### config.mk
export PLATFORM = sky130hd
export DESIGN_NAME = frame_sequencer
export DESIGN_NICKNAME = d
export VERILOG_FILES = /design/src/rtl/frame_sequencer.sv
export SDC_FILE = /design/constraint.sdc
export NUM_CORES = 1
export LEC_CHECK = 0
export BUFFER_PORTS_ARGS = -buffer_cell sky130_fd_sc_hd__buf_2
export CAP_MARGIN = 5
export CELL_PAD_IN_SITES_DETAIL_PLACEMENT = 1
export CELL_PAD_IN_SITES_GLOBAL_PLACEMENT = 1
export CORE_AREA = 3 3 111 113
export DETAILED_ROUTE_END_ITERATION = 7
export DIE_AREA = 0 0 114 116
export GPL_TIMING_DRIVEN = 1
export PLACE_DENSITY_LB_ADDON = 0.12
export SYNTH_ARGS = -nofsm -noshare
export SYNTH_HDL_FRONTEND = slang
export SYNTH_SLANG_ARGS = --single-unit
### constraint.sdc
create_clock -name clk -period 5.5 [get_ports clk]
set_clock_uncertainty 0.05 [all_clocks]
set_input_delay 0.275 -clock clk [delete_from_list [all_inputs] [get_ports clk]]
set_output_delay 0.275 -clock clk [all_outputs]
set_load 0.1 [all_outputs]
### src/rtl/frame_sequencer.sv
// Overlapping-frame read sequencer over a 256-entry sample ring buffer.
// Optional frame/drop statistics counters enabled by `define FRAME_SEQ_STATS_EN.
module frame_sequencer (
  input  logic       clk,
  input  logic       rst_n,
  input  logic       enable,
  input  logic       sample_valid,
  input  logic       cfg_load,
  input  logic [7:0] cfg_frame_size,
  input  logic [7:0] cfg_frame_overlap,
  output logic       wr_en,
  output logic [7:0] wr_addr,
  output logic       rd_valid,
  input  logic       rd_ready,
  output logic [7:0] rd_addr,
  output logic [7:0] rd_idx,
  output logic       rd_first,
  output logic       rd_last,
  output logic       busy,
  output logic       cfg_err,
  output logic       overrun
`ifdef FRAME_SEQ_STATS_EN
  ,
  output logic [15:0] frame_cnt,
  output logic [15:0] drop_cnt
`endif
);

  typedef enum logic [1:0] {
    IDLE, FILL, READY, READOUT
  } state_t;

  state_t     r_state, w_nxt;
  logic [7:0] r_wp, r_bp, r_ri;
  logic [7:0] r_size, r_ovl;
  logic [8:0] r_pend, w_pend_nxt;
  logic       r_cfg_err, r_overrun;
  logic [7:0] w_hop;
  logic       w_beat, w_rel, w_wr, w_drop;
  logic       w_cfg_ok, w_cfg_take;

  assign w_hop      = r_size - r_ovl;
  assign w_cfg_ok   = (cfg_frame_size >= 8'd2) &&
                      (cfg_frame_overlap < cfg_frame_size);
  assign w_cfg_take = cfg_load && (r_state == IDLE) && w_cfg_ok;

  // A release frees H slots in the same cycle, so a full buffer
  // still accepts the sample arriving with the last beat.
  always_comb begin
    w_beat     = (r_state == READOUT) && rd_ready;
    w_rel      = w_beat && (r_ri == r_size - 8'd1);
    w_wr       = sample_valid && (r_state != IDLE) &&
                 (!r_pend[8] || w_rel);
    w_drop     = sample_valid && (r_state != IDLE) &&
                 r_pend[8] && !w_rel;
    w_pend_nxt = r_pend + 9'(w_wr) -
                 (w_rel ? {1'b0, w_hop} : 9'd0);
  end

  always_ff @(posedge clk or negedge rst_n) begin
    if (!rst_n) r_state <= IDLE;
    else        r_state <= w_nxt;
  end

  always_comb begin
    w_nxt = r_state;
    unique case (r_state)
      IDLE:
        if (enable) w_nxt = FILL;
      FILL:
        if (!enable) w_nxt = IDLE;
        else if (w_pend_nxt >= {1'b0, r_size}) w_nxt = READY;
      READY:
        if (!enable) w_nxt = IDLE;
        else if (r_pend >= {1'b0, r_size}) w_nxt = READOUT;
      READOUT:
        if (w_rel) w_nxt = enable ? READY : IDLE;
      default: w_nxt = IDLE;
    endcase
  end

  always_comb begin
    wr_en    = w_wr;
    wr_addr  = r_wp;
    rd_valid = (r_state == READOUT);
    rd_addr  = rd_valid ? r_bp + r_ri : 8'd0;
    rd_idx   = rd_valid ? r_ri : 8'd0;
    rd_first = rd_valid && (r_ri == 8'd0);
    rd_last  = rd_valid && (r_ri == r_size - 8'd1);
    busy     = (r_state != IDLE);
    cfg_err  = r_cfg_err;
    overrun  = r_overrun;
  end

  always_ff @(posedge clk or negedge rst_n) begin
    if (!rst_n) begin
      r_size    <= 8'd128;
      r_ovl     <= 8'd64;
      r_cfg_err <= 1'b0;
      r_overrun <= 1'b0;
    end else begin
      r_cfg_err <= cfg_load && !w_cfg_take;
      if (w_cfg_take) begin
        r_size <= cfg_frame_size;
        r_ovl  <= cfg_frame_overlap;
      end
      if (w_drop) r_overrun <= 1'b1;
    end
  end

  // Pointers are cleared on the way into IDLE so they read zero there.
  always_ff @(posedge clk or negedge rst_n) begin
    if (!rst_n) begin
      r_wp   <= 8'd0;
      r_bp   <= 8'd0;
      r_ri   <= 8'd0;
      r_pend <= 9'd0;
    end else if (w_nxt == IDLE) begin
      r_wp   <= 8'd0;
      r_bp   <= 8'd0;
      r_ri   <= 8'd0;
      r_pend <= 9'd0;
    end else begin
      if (w_wr)  r_wp <= r_wp + 8'd1;
      if (w_rel) r_bp <= r_bp + w_hop;
      r_pend <= w_pend_nxt;
      if (r_state != READOUT) r_ri <= 8'd0;
      else if (w_beat)        r_ri <= w_rel ? 8'd0 : r_ri + 8'd1;
    end
  end

`ifdef FRAME_SEQ_STATS_EN
  always_ff @(posedge clk or negedge rst_n) begin
    if (!rst_n) begin
      frame_cnt <= 16'd0;
      drop_cnt  <= 16'd0;
    end else begin
      if (w_rel) frame_cnt <= frame_cnt + 16'd1;
      if (w_drop && drop_cnt != 16'hFFFF)
        drop_cnt <= drop_cnt + 16'd1;
    end
  end
`endif

endmodule
======== Word-level counts from Yosys, hierarchy flattened ========
Index checks and enable logic that the tools add are counted.
word-level totals
  bits of input ports ..................... 22
  memory bits (writable) .................. 0
  flip-flop bits (word level) ............. 53
  logic and storage cells ................. 69
  bits in latches ......................... 0
  memories ................................ 0
  output and inout port bits .............. 31
  ROM bits ................................ 0
operators by class
  shifts and indexed selects .............. 0
  divide/modulo/power cells ............... 0
  bitwise logic cells ..................... 0
  equality and inequality tests ........... 5
  magnitude comparators ................... 4
  multipliers ............................. 0
  multiplexer cells ....................... 20
  reductions and logical operators ........ 23
  $add $sub $neg .......................... 8
operators by type and width
  kind                   number
  $mux W8                11
  $ge A9 B8 Y1           2
  $add A8 B1 Y8 const B  2
  $add A8 B8 Y8          2
  $mux W2                7
  $logic_and A1 B1 Y1    12
  $add A9 B1 Y9          1
  $mux W9                1
  $sub A9 B8 Y9          1
  $eq A8 B8 Y1           1
  $ge A8 B2 Y1 const B   1
  $logic_not A8 Y1       1
  $lt A8 B8 Y1           1
  $pmux W2 S4            1
  $sub A8 B1 Y8 const B  1
  $sub A8 B8 Y8          1
  $reduce_bool A2 Y1     3
  $eq A2 B2 Y1 const B   2
  $logic_not A2 Y1       2
  $logic_not A1 Y1       3
  $reduce_bool A3 Y1     1
  $eq A2 B1 Y1 const B   1
  $ne A2 B2 Y1 const B   1
  $logic_or A1 B1 Y1     1

======== Longest topological paths before layout ========
  depth after elaboration ................. 13
  gate-level depth with buffers ........... 25
  depth with buffers taken out ............ 22

======== Worst setup path after synthesis ========
Ideal clock, no wire load.
  path kind ............................... reg-to-reg
  start point ............................. register r_size[0]
  end point ............................... register r_state[0]
  clock period less this slack ............ 5.819 ns
  data required time ...................... 5.328 ns
  arrival time ............................ 5.647 ns
  setup time .............................. 0.122 ns
  path buffers ............................ 1
  slack ................................... -0.319 ns
  stages on the path, launching flop included .. 19
  cell sequence ........................... dfrtp_1 -> buf_6 -> nor4_4 -> nand2_1 -> or4_4 -> a2111o_4 -> a21oi_1 -> ha_1 -> a21o_1 -> a21oi_1 -> o21bai_1 -> a21oi_1 -> o21ai_0 -> xor2_1 -> ha_1 -> nand2_1 -> o31ai_1 -> o2bb2ai_1 -> a22o_1
on the way
  longest elaborated chain between the ends .. 11
  elaborated cells between the ends (all ways) .. 17
  classes of those cells .................. add/sub: 4; order compare: 2; eq/ne: 1; mux: 7; reduce/logical: 3
ends and longest elaborated chain
  element                 line  text
  start, declared         35    logic [7:0] r_size, r_ovl;
  start signal, assigned  104   r_size <= cfg_frame_size;
  $sub A8 B1 Y8           51    w_rel = w_beat && (r_ri == r_size - 8'd1);
  $eq A8 B8 Y1            51
  $logic_and A1 B1 Y1     51
  $logic_or A1 B1 Y1      53    (!r_pend[8] || w_rel);
  $logic_and A1 B1 Y1     52    w_wr = sample_valid && (r_state != IDLE) &&
  named net wr_en         11    output logic wr_en,
  $add A9 B1 Y9           56    w_pend_nxt = r_pend + 9'(w_wr) -
  $sub A9 B8 Y9           56
  $ge A9 B8 Y1            72    else if (w_pend_nxt >= {1'b0, r_size}) w_nxt = READY;
  $mux W2                 72
  $mux W2                 71    if (!enable) w_nxt = IDLE;
  $pmux W2 S4             67    unique case (r_state)
  named net w_nxt[0]      33    state_t r_state, w_nxt;
  end signal, assigned    62    else r_state <= w_nxt;
  end, declared           33
The timed path passes the listed nets, and every way through them passes these cells.
A chain may end at the register's enable or synchronous reset.

======== Worst setup path after layout ========
  start point ............................. register r_size[0]
  end point ............................... register r_state[0]
on the way
  longest elaborated chain between the ends .. 11
  elaborated cells between the ends (all ways) .. 17
  classes of those cells .................. add/sub: 4; order compare: 2; eq/ne: 1; mux: 7; reduce/logical: 3
ends and longest elaborated chain
  element              line
  $sub A8 B1 Y8        51
  $eq A8 B8 Y1         51
  $logic_and A1 B1 Y1  51
  $logic_or A1 B1 Y1   53
  $logic_and A1 B1 Y1  52
  $add A9 B1 Y9        56
  $sub A9 B8 Y9        56
  $ge A9 B8 Y1         72
  $mux W2              72
  $mux W2              71
  $pmux W2 S4 *        67
  named net w_nxt[0]   33
Mark *: on every way through the listed nets, which the timed path passes. The rest lies on a longest branch.

==> metrics.md <==
| Metric | Value |
|---|---|
| Status | finished, final reports clean |
| CP Capture Type | register |
| Synth async-reset ratio | 1.000 |
| Max-cap violations | 0 |
| Total clock sinks | between 50 and 60 |
| Initial Utilization | 0.4474 |
| Clk buf depth | 2 |
| CTS Buf Count | 5 |
| Place WS | 0.3509 ns |
| First-pass GRT wire length | 25540 um |
| Distinct cells, synth | between 50 and 60 |
| Synth Instances | around 600 |
| Die W | approximately 110 um |
| Seq/Total Area, Yosys | 0.2601 |
| Data arrival time of the critical path | around 5.2 ns |
| Number of inserted diodes | 0 |
| GPL Wtd Cong | ~0.83 |
| Area after DPL | around 5500 um2 |
| PortBufs | between 50 and 60 |
| Worst Setup Start Kind | register |
| Vias per inst | 5.972 |
| Worst R2R Setup Slack | 0.41 ns |
| Fraction of layout cells with a size suffix above 1 | 0.1520 |
| Fin Setup TNS | 0 ns |
| Top Ports | 53 |
| Post-route cell area | approximately 5700 um2 |
| Clk_lat worst skew | 0.30 ns |
| CP max FO | 10 |
| Die footprint | about 13000 um2 |
| Final worst slack | 0.4095 ns |
| Tmin final | roughly 5.1 ns |
| Synth-to-Final Area Change | 10.75% |
| Top-area cell type share of the netlist area | 0.2498 |
| GRT Total Usage | 0.2419 |
| Final Setup Violations | 0 |
| Yosys warns | 0 |
| Site Rows | 39 |
| Util after Layout | 0.4955 |
| Post-DP HPWL | around 12000 um |
| DR vias | between 4000 and 5000 |
| Area leader, netlist | dfrtp_1 |
| DRC | 0 |
| Multi-input gate area | approximately 3500 um2 |
| Vias in the first global route | roughly 4900 |
| Slew headroom | 0.1592 |
| Post-synth EDFFs | 0 |
| FMAX | between 150 and 200 MHz |
| TritonRoute pass-1 iters | 4 |
| Clock-pin slew on the worst setup and hold paths | about 0.070 ns |
| Reg-to-Reg Start | r_size[0] |
| Power Dens Cells | ~570 nW/um2 |
| Fill cell total of the finished layout | about 1400 |
| Drt initial violations | between 200 and 250 |
| Area of the core | ~11000 um2 |
| Die height | about 120 um |
| Root Driver | clkbuf_16 |
| Req. time, crit path | around 5.7 ns |
| Worst-Margin Slew | 1.261 ns |
| Leading post-synthesis cells by cell area | dfrtp_1 25%, ha_1 16%, xnor2_1 4.8% |
| Sequential cell area | 1329 um2 |
| GR Overflow Total | 0 |
| Cells on worst reg2reg path | 21 |
| Syn Std Cell Area | around 5100 um2 |
| Post-route clock period utilization | 0.9255 |
| CTS tree | done |
| RSZ-0062 raised after global routing | no |
| Post-DR wirelength/cell | between 15 and 20 um |
| Post-synth top flop | dfrtp_1 |
| Nets | ~730 |
| Initial antenna violation count | 0 |
| Count of final hold-check violations | 0 |
| H-tree Lvls | 2 |
| Largest net degree at the start of global routing | 54 |
| Antenna Nets Post-Route | 0 |
| Leakage | 2.713 nW |
| Pins Over Slew Limit | 0 |
| Final wirelength | around 15000 um |
| Mean Syn Cell Area | around 8.4 um2 |
| Synthesized net count | roughly 700 |
| FF-to-FF End | r_state[0] |
| Hold crit path type | in -> async |
| Worst vdd ir | 330.7 uV |
| Setup Crit Path Kind | reg -> reg |
| FF+latch count, synth | 53 |
## metal layers
layer | track usage | part of all wire
met4 | 0.08630 | 0.024
met5 | 0 | 0
met3 | 0.02715 | 0.024
met1 | 0.3037 | 0.45
met2 | 0.4301 | 0.50
## cell usage after synthesis, types with 2 or more instances
cell	count
nand2b_1	6
clkbuf_1	31
buf_2	4
fa_1	4
a2111o_1	7
nand2_1	49
o211ai_1	3
o31a_1	2
nand3_1	27
xor2_1	11
nand4_1	19
xnor2_1	28
a221oi_1	3
inv_1	45
and3_1	14
a21oi_1	29
nor3b_1	11
a2111oi_4	3
a21o_1	18
o41ai_1	2
mux2i_1	3
nor3_1	6
o2111ai_1	2
dfstp_2	2
nor4_1	2
a211oi_1	4
o21bai_1	4
a2111oi_0	2
o21ai_0	33
buf_6	2
or3b_2	7
and2_1	4
o31ai_1	8
o21a_1	3
or2_2	3
a211oi_2	3
a31oi_1	17
dfrtp_1	51
ha_1	64
nor2_1	42
nor2b_1	10
## sequential cells by signal, summed over array words and instances (netlist names)
register  cells
wr_addr       8
r_ri          8
overrun       1
r_bp          8
r_pend        9
r_size        8
r_state       2
r_ovl         8
cfg_err       1
## worst max-delay path by stage
stage,cells past startpoint,to,slack (ns),start
floorplan,21,r_state[0],0.28,r_size[1]
global placement,21,r_state[0],0.61,r_size[1]
detailed placement,21,r_state[0],0.35,r_size[0]
CTS,21,r_state[0],0.36,r_size[0]
global route,21,r_state[0],0.04,r_size[0]
finish,21,r_state[0],0.41,r_size[0]
## final cells by class
| class | instances | area share |
|---|---|---|
| multi-input cells | 469 | 0.6126 |
| clock inverters | 1 | 0.005307 |
| clock buffers | 7 | 0.02521 |
| repair buffers | 63 | 0.06059 |
| well taps | 143 | 0.03162 |
| flip-flops and latches | 53 | 0.2349 |
| inverters | 45 | 0.02985 |
## logic make-up after synthesis
group                      Yosys count  synth area share
adders and majority gates           68            0.1724
xor gates and xnor gates            39           0.06686
AOI/OAI and AO/OA                  150            0.2124
and+or+nand+nor                    208            0.2153
muxes                                4          0.008082
DFF                                 53            0.2601
buffers and inverters               83           0.06490
## cells in the final DEF (no fill, tap or decap), types with 7 or more instances in the layout
cell,instances
a2111o_1,7
a21o_1,18
a21oi_1,28
a31oi_1,17
and3_1,14
buf_2,52
buf_4,11
dfrtp_1,51
ha_1,64
inv_1,45
nand2_1,49
nand3_1,27
nand4_1,19
nor2_1,42
nor2b_1,10
nor3b_1,11
o21ai_0,33
o31ai_1,8
or3b_2,7
xnor2_1,28
xor2_1,11
## per-stage QoR
stage | cells | power, mW | hold WS, ns
2_1_floorplan | 605 | 2.233 | -0.07059
3_3_place_gp | 773 | 2.683 | 0.4073
3_5_place_dp | 773 | 2.787 | 0.4116
4_1_cts | 781 | 3.199 | 0.1031
5_1_grt | 781 | 3.504 | 0.1355
6_report | 781 | 3.205 | 0.07091
## timing repair
action,4_1_cts,5_1_grt
hold buffers,0,0
setup endpoints to repair,0,1
buffers inserted,0,0
gates resized for setup,0,1
## critical path, cell delays in order, from the launching register on
cell and delay, ns:
dfrtp_1 0.51, inv_1 0.15, ha_1 0.19, or3b_1 0.41
nor4_1 0.22, o211ai_1 0.18, a2111o_4 0.57, nor2_1 0.14
ha_1 0.13, inv_1 0.04, ha_1 0.20, fa_1 0.41
a21o_1 0.21, a221oi_2 0.36, xnor2_1 0.18, ha_1 0.22
a21oi_1 0.06, nand2_1 0.06, o21ai_0 0.09, o31ai_1 0.29
o2bb2ai_1 0.12, a22o_1 0.19
## power by group
| group | leakage, nW | internal [mW] | switching (mW) |
|---|---|---|---|
| clock | 0.0841 | 0.228 | 0.157 |
| combinational | 1.95 | 0.846 | 1.30 |
| sequential | 0.681 | 0.501 | 0.175 |
| total | 2.71 | 1.58 | 1.63 |
(Power assumes the default switching activity.)
